$ cat src/rtl/frame_average_pkg.sv
`default_nettype none
// ============================================================================
// Module   : frame_average_pkg
// Brief    : Shared types and widths for the frame_average_pipe temporal
//            filter: configuration shadow struct, FSM encoding and the
//            full-width intermediate product sizes.
// Revision : 1.0 - initial release
// ============================================================================
package frame_average_pkg;

    // Reference pixel width and blend-coefficient precision; the configuration
    // struct below is sized from these, so the top-level parameters must match.
    localparam int c_data_width = 16;
    localparam int c_precision  = 8;

    // Blend product: k (PRECISION bits) times |delta| (DATA_WIDTH bits).
    localparam int PROD_W  = c_data_width + c_precision;
    // Slope product: (delta-low) (DATA_WIDTH bits) times Q8.PRECISION slope.
    localparam int SLOPE_W = c_data_width + c_precision + 8;

    typedef enum logic [1:0] {
        ST_IDLE   = 2'd0,
        ST_PRIME  = 2'd1,
        ST_FILTER = 2'd2
    } fa_state_t;

    typedef struct packed {
        logic [c_data_width-1:0] bord_low;
        logic [c_data_width-1:0] bord_high;
        logic [c_precision-1:0]  k_low;
        logic [c_precision-1:0]  k_high;
        logic [c_precision+7:0]  slope;
    } fa_cfg_t;

endpackage : frame_average_pkg
`default_nettype wire

$ cat src/rtl/frame_average_lane.sv
`default_nettype none
// ============================================================================
// Module   : frame_average_lane
// Brief    : One pixel lane of the adaptive temporal filter. Three stages:
//            S1 |delta| and direction, S2 blend coefficient k, S3 blended
//            pixel. All stages advance together on i_ce.
//            FRAME_AVERAGE_STATS_EN adds a per-beat "delta > bord_high" flag
//            aligned with o_pix.
// Revision : 1.0 - initial release
// ============================================================================
module frame_average_lane
    import frame_average_pkg::*;
#(
    parameter int DATA_WIDTH = c_data_width,
    parameter int PRECISION  = c_precision
) (
    input  logic                  clk,
    input  logic                  reset,
    input  logic                  i_ce,
    input  logic                  i_pass,
    input  logic [DATA_WIDTH-1:0] i_new,
    input  logic [DATA_WIDTH-1:0] i_old,
    input  logic [DATA_WIDTH-1:0] i_bord_low,
    input  logic [DATA_WIDTH-1:0] i_bord_high,
    input  logic [PRECISION-1:0]  i_k_low,
    input  logic [PRECISION-1:0]  i_k_high,
    input  logic [PRECISION+7:0]  i_slope,
`ifdef FRAME_AVERAGE_STATS_EN
    output logic                  o_motion,
`endif
    output logic [DATA_WIDTH-1:0] o_pix
);

    // ---------------- S1: absolute difference and direction ----------------
    logic                  w_dir;
    logic [DATA_WIDTH-1:0] w_delta;
    logic                  r1_dir;
    logic                  r1_pass;
    logic [DATA_WIDTH-1:0] r1_delta;
    logic [DATA_WIDTH-1:0] r1_old;
    logic [DATA_WIDTH-1:0] r1_new;

    assign w_dir   = (i_new > i_old);
    assign w_delta = w_dir ? (i_new - i_old) : (i_old - i_new);

    // S1 register: capture delta, direction and the raw pixels
    always_ff @(posedge clk) begin
        if (reset) begin
            r1_dir   <= 1'b0;
            r1_pass  <= 1'b0;
            r1_delta <= '0;
            r1_old   <= '0;
            r1_new   <= '0;
        end else if (i_ce) begin
            r1_dir   <= w_dir;
            r1_pass  <= i_pass;
            r1_delta <= w_delta;
            r1_old   <= i_old;
            r1_new   <= i_new;
        end
    end

    // ---------------- S2: blend coefficient ----------------
    logic                  w_below;
    logic                  w_above;
    logic [DATA_WIDTH-1:0] w_ramp_diff;
    logic [SLOPE_W-1:0]    w_slope_prod;
    logic [SLOPE_W-1:0]    w_ramp;
    logic [PRECISION-1:0]  w_k;

    assign w_below      = (r1_delta < i_bord_low);
    assign w_above      = (r1_delta > i_bord_high);
    // Only meaningful when delta >= bord_low; the wrapped value is unused otherwise.
    assign w_ramp_diff  = r1_delta - i_bord_low;
    assign w_slope_prod = SLOPE_W'(w_ramp_diff) * SLOPE_W'(i_slope);
    assign w_ramp       = SLOPE_W'(i_k_low) + (w_slope_prod >> PRECISION);

    // Select k: flat below/above the thresholds, linear ramp in between (capped at k_high)
    always_comb begin
        w_k = i_k_low;
        if (w_below) begin
            w_k = i_k_low;
        end else if (w_above) begin
            w_k = i_k_high;
        end else if (w_ramp > SLOPE_W'(i_k_high)) begin
            w_k = i_k_high;
        end else begin
            w_k = PRECISION'(w_ramp);
        end
    end

    logic                  r2_dir;
    logic                  r2_pass;
    logic [PRECISION-1:0]  r2_k;
    logic [DATA_WIDTH-1:0] r2_delta;
    logic [DATA_WIDTH-1:0] r2_old;
    logic [DATA_WIDTH-1:0] r2_new;

    // S2 register: coefficient plus the operands the blend still needs
    always_ff @(posedge clk) begin
        if (reset) begin
            r2_dir   <= 1'b0;
            r2_pass  <= 1'b0;
            r2_k     <= '0;
            r2_delta <= '0;
            r2_old   <= '0;
            r2_new   <= '0;
        end else if (i_ce) begin
            r2_dir   <= r1_dir;
            r2_pass  <= r1_pass;
            r2_k     <= w_k;
            r2_delta <= r1_delta;
            r2_old   <= r1_old;
            r2_new   <= r1_new;
        end
    end

    // ---------------- S3: blended pixel ----------------
    logic [PROD_W-1:0]     w_blend_prod;
    logic [DATA_WIDTH-1:0] w_step;
    logic [DATA_WIDTH-1:0] w_result;

    // k < 1.0 so the step never exceeds delta: the result stays between old and new.
    assign w_blend_prod = PROD_W'(r2_k) * PROD_W'(r2_delta);
    assign w_step       = DATA_WIDTH'(w_blend_prod >> PRECISION);

    // Move old toward new by the truncated step, or pass new through unchanged
    always_comb begin
        w_result = r2_new;
        if (!r2_pass) begin
            w_result = r2_dir ? (r2_old + w_step) : (r2_old - w_step);
        end
    end

    // S3 register: lane output pixel
    always_ff @(posedge clk) begin
        if (reset) begin
            o_pix <= '0;
        end else if (i_ce) begin
            o_pix <= w_result;
        end
    end

`ifdef FRAME_AVERAGE_STATS_EN
    logic r2_motion;

    // Motion flag follows the beat through S2/S3 so it lines up with o_pix
    always_ff @(posedge clk) begin
        if (reset) begin
            r2_motion <= 1'b0;
            o_motion  <= 1'b0;
        end else if (i_ce) begin
            r2_motion <= w_above;
            o_motion  <= r2_motion;
        end
    end
`endif

endmodule : frame_average_lane
`default_nettype wire

$ cat src/rtl/frame_average_pipe.sv
`default_nettype none
// ============================================================================
// Module   : frame_average_pipe
// Brief    : Multi-lane pipelined adaptive temporal filter. Holds the
//            valid/ready handshake, frame FSM (IDLE/PRIME/FILTER), the
//            per-frame configuration shadow and optional motion statistics.
//            Optional feature macro: FRAME_AVERAGE_STATS_EN (adds motion_cnt
//            and motion_valid outputs).
// Revision : 1.0 - initial release
// ============================================================================
module frame_average_pipe
    import frame_average_pkg::*;
#(
    parameter int DATA_WIDTH = c_data_width,
    parameter int PRECISION  = c_precision,
    parameter int LANES      = 2,
    parameter int CNT_WIDTH  = 24
) (
    input  logic                        clk,
    input  logic                        reset,
    input  logic                        en,
    input  logic [DATA_WIDTH-1:0]       cfg_bord_low,
    input  logic [DATA_WIDTH-1:0]       cfg_bord_high,
    input  logic [PRECISION-1:0]        cfg_k_low,
    input  logic [PRECISION-1:0]        cfg_k_high,
    input  logic [PRECISION+7:0]        cfg_slope,
    input  logic                        in_valid,
    output logic                        in_ready,
    input  logic                        in_sof,
    input  logic                        in_eof,
    input  logic [LANES*DATA_WIDTH-1:0] new_pix,
    input  logic [LANES*DATA_WIDTH-1:0] old_pix,
    output logic                        out_valid,
    input  logic                        out_ready,
    output logic [LANES*DATA_WIDTH-1:0] out_pix,
    output logic                        out_sof,
    output logic                        out_eof,
`ifdef FRAME_AVERAGE_STATS_EN
    output logic [CNT_WIDTH-1:0]        motion_cnt,
    output logic                        motion_valid,
`endif
    output logic                        primed
);

    // ---------------- handshake ----------------
    logic w_ce;
    logic w_accept;

    // The whole pipe moves as one: it advances whenever the output slot is free.
    assign w_ce     = out_ready | ~out_valid;
    assign in_ready = w_ce;
    assign w_accept = in_valid & w_ce;

    // ---------------- configuration shadow ----------------
    fa_cfg_t w_cfg_in;
    fa_cfg_t r_cfg;

    always_comb begin
        w_cfg_in           = '0;
        w_cfg_in.bord_low  = cfg_bord_low;
        w_cfg_in.bord_high = cfg_bord_high;
        w_cfg_in.k_low     = cfg_k_low;
        w_cfg_in.k_high    = cfg_k_high;
        w_cfg_in.slope     = cfg_slope;
    end

    // Latch cfg on each accepted start-of-frame; S2 reads it one stage later,
    // which is exactly when the sof beat itself reaches S2.
    always_ff @(posedge clk) begin
        if (reset) begin
            r_cfg <= '0;
        end else if (w_accept && in_sof) begin
            r_cfg <= w_cfg_in;
        end
    end

    // ---------------- frame FSM ----------------
    fa_state_t r_state;
    fa_state_t w_state_next;

    // State register
    always_ff @(posedge clk) begin
        if (reset) begin
            r_state <= ST_IDLE;
        end else begin
            r_state <= w_state_next;
        end
    end

    // Next state: only accepted beats move the FSM
    always_comb begin
        w_state_next = r_state;
        if (w_accept) begin
            case (r_state)
                ST_IDLE: begin
                    if (in_sof) w_state_next = ST_PRIME;
                end
                ST_PRIME: begin
                    // sof alone restarts priming (stay); eof completes it
                    if (in_eof) w_state_next = ST_FILTER;
                end
                ST_FILTER: begin
                    w_state_next = ST_FILTER;
                end
                default: begin
                    w_state_next = ST_IDLE;
                end
            endcase
        end
    end

    assign primed = (r_state == ST_FILTER);

    // Without a completed previous frame there is no history to blend with.
    logic w_pass;
    assign w_pass = ~en | (r_state != ST_FILTER);

    // ---------------- control pipeline ----------------
    logic r_v1, r_v2;
    logic r_sof1, r_sof2;
    logic r_eof1, r_eof2;

    // Valid/sof/eof travel alongside the lane datapath
    always_ff @(posedge clk) begin
        if (reset) begin
            r_v1      <= 1'b0;
            r_v2      <= 1'b0;
            out_valid <= 1'b0;
            r_sof1    <= 1'b0;
            r_sof2    <= 1'b0;
            out_sof   <= 1'b0;
            r_eof1    <= 1'b0;
            r_eof2    <= 1'b0;
            out_eof   <= 1'b0;
        end else if (w_ce) begin
            r_v1      <= in_valid;
            r_v2      <= r_v1;
            out_valid <= r_v2;
            r_sof1    <= in_sof;
            r_sof2    <= r_sof1;
            out_sof   <= r_sof2;
            r_eof1    <= in_eof;
            r_eof2    <= r_eof1;
            out_eof   <= r_eof2;
        end
    end

    // ---------------- lanes ----------------
`ifdef FRAME_AVERAGE_STATS_EN
    logic [LANES-1:0] w_motion;
`endif

    genvar g;
    generate
        for (g = 0; g < LANES; g++) begin : g_lane
            frame_average_lane #(
                .DATA_WIDTH (DATA_WIDTH),
                .PRECISION  (PRECISION)
            ) u_lane (
                .clk         (clk),
                .reset       (reset),
                .i_ce        (w_ce),
                .i_pass      (w_pass),
                .i_new       (new_pix[g*DATA_WIDTH +: DATA_WIDTH]),
                .i_old       (old_pix[g*DATA_WIDTH +: DATA_WIDTH]),
                .i_bord_low  (r_cfg.bord_low),
                .i_bord_high (r_cfg.bord_high),
                .i_k_low     (r_cfg.k_low),
                .i_k_high    (r_cfg.k_high),
                .i_slope     (r_cfg.slope),
`ifdef FRAME_AVERAGE_STATS_EN
                .o_motion    (w_motion[g]),
`endif
                .o_pix       (out_pix[g*DATA_WIDTH +: DATA_WIDTH])
            );
        end
    endgenerate

`ifdef FRAME_AVERAGE_STATS_EN
    // ---------------- motion statistics ----------------
    logic                 r_filt1, r_filt2, r_filt3;
    logic [CNT_WIDTH-1:0] r_cnt;
    logic [CNT_WIDTH:0]   w_pop;
    logic [CNT_WIDTH:0]   w_sum;
    logic [CNT_WIDTH-1:0] w_sum_sat;

    // Tag each beat with whether it was accepted in FILTER
    always_ff @(posedge clk) begin
        if (reset) begin
            r_filt1 <= 1'b0;
            r_filt2 <= 1'b0;
            r_filt3 <= 1'b0;
        end else if (w_ce) begin
            r_filt1 <= (r_state == ST_FILTER);
            r_filt2 <= r_filt1;
            r_filt3 <= r_filt2;
        end
    end

    // Running total including the beat at the output; sof restarts it
    always_comb begin
        w_pop = '0;
        for (int l = 0; l < LANES; l++) begin
            w_pop = w_pop + {{CNT_WIDTH{1'b0}}, (w_motion[l] & r_filt3)};
        end
        w_sum     = (out_sof ? '0 : {1'b0, r_cnt}) + w_pop;
        w_sum_sat = w_sum[CNT_WIDTH] ? {CNT_WIDTH{1'b1}} : w_sum[CNT_WIDTH-1:0];
    end

    // Accumulate on output transfers; publish the total on the eof beat
    always_ff @(posedge clk) begin
        if (reset) begin
            r_cnt        <= '0;
            motion_cnt   <= '0;
            motion_valid <= 1'b0;
        end else begin
            motion_valid <= 1'b0;
            if (out_valid && out_ready) begin
                r_cnt <= w_sum_sat;
                if (out_eof) begin
                    motion_cnt   <= w_sum_sat;
                    motion_valid <= 1'b1;
                end
            end
        end
    end
`endif

endmodule : frame_average_pipe
`default_nettype wire
$ cat config.mk
export PLATFORM = sky130hd
export DESIGN_NAME = frame_average_pipe
export DESIGN_NICKNAME = d
export VERILOG_FILES = /design/src/rtl/frame_average_pkg.sv /design/src/rtl/frame_average_lane.sv /design/src/rtl/frame_average_pipe.sv
export SDC_FILE = /design/constraint.sdc
export NUM_CORES = 2
export LEC_CHECK = 0
export CAP_MARGIN = 20
export CORE_ASPECT_RATIO = 1.75
export CORE_MARGIN = 2
export CORE_UTILIZATION = 64
export CTS_BUF_LIST = sky130_fd_sc_hd__clkbuf_16
export DETAILED_ROUTE_END_ITERATION = 12
export PLACE_DENSITY = 0.85
export SLEW_MARGIN = 0
export SYNTH_ARGS = -nofsm -noshare
export SYNTH_HDL_FRONTEND = slang
export SYNTH_SLANG_ARGS = --single-unit
$ cat constraint.sdc
create_clock -name clk -period 11.4 [get_ports clk]
set_input_delay 2.28 -clock clk [delete_from_list [all_inputs] [get_ports clk]]
set_output_delay 2.28 -clock clk [all_outputs]
set_load 0.02 [all_outputs]
**Word-level counts from Yosys, hierarchy flattened**

Index checks and enable logic that the tools add are counted.

- Flip-flop bits (word level): 321
- Input bits: 135
- Output and inout bits: 37
- Logic and storage cells: 89

- Add/subtract/negate cells: 12
- Multipliers: 4
- $lt $le $gt $ge: 8
- Equal/unequal tests: 5
- Mux-type cells: 15
- Bitwise logic cells: 5
- Reduce and logical (&&, ||, !) cells: 3

Operator list:

| operator | count |
|---|---|
| $sub 16x16->16 | 8 |
| $mux 16 | 6 |
| $gt 16x16->1 | 4 |
| $gt 32x8->1 | 2 |
| $mul 16x16->32 | 2 |
| $add 8x24->25 | 2 |
| $mul 8x16->24 | 2 |
| $mux 8 | 6 |
| $add 16x16->16 | 2 |
| $lt 16x16->1 | 2 |
| $ne 2x2->1 const B | 3 |
| $pmux 2 s3 | 1 |
| $mux 2 | 2 |
| $reduce_and 3->1 | 1 |
| $eq 2x1->1 const B | 1 |
| $eq 2x2->1 const B | 1 |
| $logic_not 2->1 | 1 |
| $not 1->1 | 2 |
| $or 1x1->1 | 2 |
| $and 1x1->1 | 1 |
| $logic_and 1x1->1 | 1 |

**Longest topological paths before layout**

- Depth in word-level cells: 7
- Gate-level depth with buffers: 45
- Depth with buffers taken out: 44

**By module**

Synthesis repeated with hierarchy kept, for this count alone.

- Cells, all modules: 5,581
- Area, all modules: 46,753.6 sq um

Modules (own cells, without submodules):

| module | times used | cells an instance | area each (sq um) | sequential area each (sq um) |
|---|---|---|---|---|
| frame_average_lane at g_lane[0].u_lane | 1 | 2,702 | 22,212.6 | 2,482.4 |
| frame_average_lane at g_lane[1].u_lane | 1 | 2,516 | 21,259.1 | 2,482.4 |
| frame_average_pipe | 1 | 363 | 3,281.9 | 1,501.4 |

**Worst setup path after synthesis**

OpenSTA, ideal clock, no wires.

- Path kind: register -> register
- From: register g_lane[1].u_lane.r1_delta[0]
- To: register g_lane[1].u_lane.r2_k[3]
- Setup time: 0.115 ns
- Data arrival time: 9.968 ns
- Data required time: 11.285 ns
- Slack: 1.318 ns
- Stages on the path, launching flop included: 45
- Path buffers: 1
- Clock period less this slack: 10.082 ns
- Cells stage by stage: dfxtp_1 -> inv_1 -> ha_1 -> fa_1 -> nor2b_1 -> o21ai_0 -> a21boi_0 -> o21ai_0 -> a21boi_0 -> o21ai_0 -> a21oi_1 -> nor2_1 -> xnor2_1 -> clkbuf_1 -> nand2_1 -> fa_1 -> fa_1 -> inv_1 -> [9 not listed] -> nand2_1 -> o21ai_0 -> and3b_1 -> xnor2_1 -> ha_1 -> or2_2 -> o21a_1 -> ha_1 -> a21o_1 -> a21o_1 -> a21oi_1 -> o21ai_0 -> o21a_1 -> a2111oi_0 -> nand4_1 -> nor3_4 -> mux2_2 -> o21a_1

- Cells in the longest elaborated chain, start to end: 7
- Elaborated cells between the ends (all ways): 9
- Those cells by class: 2 x add/sub; 1 x mul; 3 x order compare; 3 x mux

RTL lines:

| what | line | source |
|---|---|---|
| from (decl) | frame_average_lane.sv:39 | `logic [DATA_WIDTH-1:0] r1_delta;` |
| from (signal assigned) | frame_average_lane.sv:57 | `r1_delta <= w_delta;` |
| $sub 16x16->16 | frame_average_lane.sv:74 | `assign w_ramp_diff = r1_delta - i_bord_low;` |
| $mul 16x16->32 | frame_average_lane.sv:75 | `assign w_slope_prod = SLOPE_W'(w_ramp_diff) * SLOPE_W'(i_slope);` |
| $add 8x24->25 | frame_average_lane.sv:76 | `assign w_ramp = SLOPE_W'(i_k_low) + (w_slope_prod >> PRECISION);` |
| $gt 32x8->1 | frame_average_lane.sv:85 | `end else if (w_ramp > SLOPE_W'(i_k_high)) begin` |
| $mux 8 | frame_average_lane.sv:85 |  |
| $mux 8 | frame_average_lane.sv:83 | `end else if (w_above) begin` |
| $mux 8 (*) | frame_average_lane.sv:81 | `if (w_below) begin` |
| to (signal assigned) | frame_average_lane.sv:111 | `r2_k <= w_k;` |
| to (decl) | frame_average_lane.sv:94 | `logic [PRECISION-1:0] r2_k;` |

Mark *: on every way between the ends. The rest lies on a longest branch, timed or not.
A chain may end at the register's enable or synchronous reset.

**Final worst setup path**

- From: register r_cfg[49] (netlist bit)
- To: register g_lane[1].u_lane.r2_k[3]

- Cells in the longest elaborated chain, start to end: 7
- Elaborated cells between the ends (all ways): 8
- Those cells by class: 2 x add/sub; 1 x mul; 2 x order compare; 3 x mux

RTL lines:

| what | line | source |
|---|---|---|
| from (decl) | frame_average_pipe.sv:56 | `fa_cfg_t r_cfg;` |
| from (signal assigned) | frame_average_pipe.sv:73 | `r_cfg <= w_cfg_in;` |
| $sub 16x16->16 | frame_average_lane.sv:74 |  |
| $mul 16x16->32 | frame_average_lane.sv:75 |  |
| $add 8x24->25 | frame_average_lane.sv:76 |  |
| $gt 32x8->1 | frame_average_lane.sv:85 |  |
| $mux 8 | frame_average_lane.sv:85 |  |
| $mux 8 | frame_average_lane.sv:83 |  |
| $mux 8 (*) | frame_average_lane.sv:81 |  |

Marked as above.

==> impl_metrics.json <==
{
  "antenna_left": 0,
  "grt_pass1_vias": 40367,
  "async_flop_share": 0,
  "fp.dieW_um": 203.2,
  "drt-initial-drc-count": 2623,
  "portBuffers": 171,
  "grt_pass1_wl_um": 201500,
  "syn_area_um2": 44460,
  "start_util": 0.6476,
  "fin_crit_ns": 10.81,
  "ios": 172,
  "start_kind": "register",
  "num_vias": 38361,
  "maxCapViolCount": 0,
  "cp-end-kind": "register",
  "rows": 127,
  "clock_path_buffers": 3,
  "crit_fanout": 16,
  "drc_errors": 0,
  "hold_path.class": "reg -> reg",
  "min_delay_worst_endpoint": "g_lane[0].u_lane.r1_new[0]$_SDFFE_PP0N_",
  "status": "finished, final reports clean",
  "fill_cells": 5525,
  "fin_nets": 6676,
  "vias_per_cell": 5.972,
  "syn-instance-count": 5515,
  "fin_skew_ns": 0.03126,
  "place_congestion": 0.9850,
  "synth_top_area_share": 0.2531,
  "synthTopCellsByCount": "nand2_1 (1,055), inv_1 (773), fa_1 (562)",
  "ys_seq_area_frac": 0.1445,
  "syn-mean-instance-area_um2": 8.061,
  "ys_dominant_reg_cell": "dfxtp_1",
  "wl_per_cell_um": 19.09,
  "drt-total-wl_um": 122600,
  "ir_worst_vdd_uv": 161.8,
  "cts_htree_levels": 1,
  "cts_buffers": 31,
  "slowest_stage": "fa_1",
  "synth_most_common_cell": "nand2_1",
  "path_common_cell": "fa_1",
  "dpl.hpwl_um": 98010,
  "max_freq_mhz": 92.54,
  "cts.sinks": 321,
  "regToRegSetupSlack_ns": 0.59,
  "grt_setup_unrepaired": "false",
  "path_class": "reg -> reg",
  "rr_endpoint": "g_lane[1].u_lane.r2_k[3]$_SDFFE_PP0N_",
  "core_um2": 68650,
  "required_ns": 11.90,
  "cts_root_buffer": "clkbuf_16",
  "cts_tree": "built",
  "reg2reg_depth": 42,
  "min_period_over_period": 0.9479,
  "fp.dieArea_um2": 71670,
  "max-slew-margin-rel": 0.2616,
  "final_core_util": 0.6952,
  "power.density_nw_per_um2": 170.5,
  "timing_hold_violations_final": 0,
  "fin_setup_tns_ns": 0,
  "die_y_um": 352.7,
  "hold_buffers": 0,
  "synth_seq_cells": 321,
  "grt_usage": 0.3488,
  "drive_above_1_share": 0.03079,
  "slowest_delay_ns": 0.57,
  "ys_top_cells_by_area": "fa_1 (25%), dfxtp_1 (14%), ha_1 (13%)",
  "grt_max_degree": 168,
  "dr.pass1.iters": 6,
  "syn-num-nets": 6690,
  "leakage_nw": 22.39,
  "tightest_slew_ns": 1.106,
  "multi_input_area_um2": 34130,
  "slew_viol_final": 0,
  "yosysWarningCount": 0,
  "antenna_found_initial": 3,
  "synth_cell_types": 89,
  "reg2reg_from": "r_cfg[49]$_SDFFE_PP0P_",
  "yosys.area.top_type": "fa_1",
  "worstHoldStart": "g_lane[0].u_lane.r1_new[0]$_SDFFE_PP0N_",
  "crit_arrival_ns": 11.31,
  "regArea_um2": 6435,
  "holdPathStages": 2,
  "overflow": 0,
  "clk_pin_slew_ns": 0.07,
  "diodes": 0,
  "clkLatencyLatePin_ns": 0.64,
  "setup_viol": 0,
  "syn_to_final_growth_pct": 7.340,
  "synth_edf_count": 0
}
## layer usage
metal | share of wire | vias to the layer above | global-route usage
li1 | - | 17655 | -
met5 | 0.00031 | - | 0
met3 | 0.068 | 533 | 0.05249
met1 | 0.35 | 18641 | 0.3874
met4 | 0.071 | 6 | 0.2145
met2 | 0.51 | 1526 | 0.6215
## final cells by class
class,count,area share
multi-input combinational,4143,0.7151
clock inverter,22,0.003671
inverter,774,0.06104
sequential,321,0.1348
tap,903,0.02368
timing repair buffer,230,0.04541
clock buffer,31,0.01626
## critical path: cells and delay by family (launching register included)
kind	cells	cell delay, ns
XOR/XNOR	1	0.16
AND/OR/NAND/NOR	7	1.47
adder cells (fa/ha/maj)	9	4.05
flip-flops	1	0.45
buffers and inverters	7	0.87
AO/OA/AOI/OAI	17	3.32
multiplexers	1	0.34
## sequential cells by signal, summed over array words and instances (netlist names), 2 cells and up
register                cells
g_lane.u_lane.r2_k         16
g_lane.u_lane.r2_new       32
g_lane.u_lane.r1_delta     32
g_lane.u_lane.r1_dir        2
g_lane.u_lane.r2_dir        2
r_state                     2
g_lane.u_lane.r2_old       32
r_cfg                      64
g_lane.u_lane.r1_new       32
g_lane.u_lane.r2_delta     32
g_lane.u_lane.r1_old       32
g_lane.u_lane.o_pix        32
## layout by cell type (no fill, tap or decap), types with 21 or more instances in the layout
cell / synthesis / final
nand2_1: 1055 / 1055
inv_1: 773 / 780
fa_1: 562 / 562
ha_1: 478 / 478
a21oi_1: 422 / 422
dfxtp_1: 321 / 314
and2_1: 266 / 266
nor2_1: 201 / 200
clkdlybuf4s50_1: 0 / 170
o21ai_0: 141 / 141
xnor2_1: 117 / 116
a21o_1: 95 / 95
nor2b_1: 80 / 79
xor2_1: 58 / 58
buf_4: 0 / 58
nand2b_1: 56 / 56
nand3_1: 52 / 51
nor3_1: 49 / 49
mux2i_1: 45 / 45
a211oi_1: 40 / 40
and3_1: 36 / 36
o211ai_1: 35 / 35
nand4_1: 34 / 34
clkbuf_16: 0 / 31
a31oi_1: 23 / 23
o21bai_1: 21 / 21
## power breakdown
group          internal, mW  leakage [nW]  switching, mW  total [mW]
Sequential             1.25          2.65          0.203        1.45
Clock                 0.539         0.489          0.483        1.02
Combinational          2.26          19.3           3.41        5.66
Total                  4.04          22.4           4.09        8.13
## through the flow
| stage | setup slack (ns) | std cells | area [µm²] | hold slack (ns) | power, mW |
|---|---|---|---|---|---|
| 2_1_floorplan | 1.318 | 5515 | 44460 | 0.4276 | 5.408 |
| 3_3_place_gp | 0.8105 | 6367 | 46720 | 0.4348 | 6.847 |
| 3_5_place_dp | 0.5328 | 6367 | 46720 | 0.4430 | 6.970 |
| 4_1_cts | 0.4741 | 6420 | 47670 | 0.4517 | 8.057 |
| 5_1_grt | 0.009663 | 6424 | 47720 | 0.4695 | 8.820 |
| 6_report | 0.5939 | 6424 | 47720 | 0.4507 | 8.135 |
## how the worst max path moves through the flow
stage                                              startpoint                               endpoint  slack (ns)  cells past startpoint
floorplan           g_lane[1].u_lane.r1_delta[0]$_SDFFE_PP0N_  g_lane[1].u_lane.r2_k[3]$_SDFFE_PP0N_        1.32                     44
global placement                       r_cfg[49]$_SDFFE_PP0P_  g_lane[1].u_lane.r2_k[7]$_SDFFE_PP0N_        0.81                     39
detailed placement                     r_cfg[49]$_SDFFE_PP0P_  g_lane[1].u_lane.r2_k[3]$_SDFFE_PP0N_        0.53                     38
CTS                                    r_cfg[49]$_SDFFE_PP0P_  g_lane[1].u_lane.r2_k[3]$_SDFFE_PP0N_        0.47                     38
global route                           r_cfg[49]$_SDFFE_PP0P_  g_lane[1].u_lane.r2_k[5]$_SDFFE_PP0N_        0.01                     39
finish                                 r_cfg[49]$_SDFFE_PP0P_  g_lane[1].u_lane.r2_k[3]$_SDFFE_PP0N_        0.59                     42
## logic make-up (layout without fill, tap and decap cells)
group                      Yosys count  count (layout)  share of synthesized area
adders and majority gates         1041            1041                     0.3878
buffers and inverters             1051            1057                    0.08885
muxes                               55              55                    0.01266
and+or+nand+nor                   1925            1925                     0.2002
xor gates and xnor gates           175             175                    0.03448
AOI/OAI and AO/OA                  947             947                     0.1314
DFF                                321             321                     0.1445
## timing repair
| item | 4_1_cts | 5_1_grt |
|---|---|---|
| setup buffers | 0 | 3 |
| endpoints found under the setup margin | 0 | 16 |
| resized for setup | 0 | 3 |
Note: power is estimated with default switching activity, not from simulation.
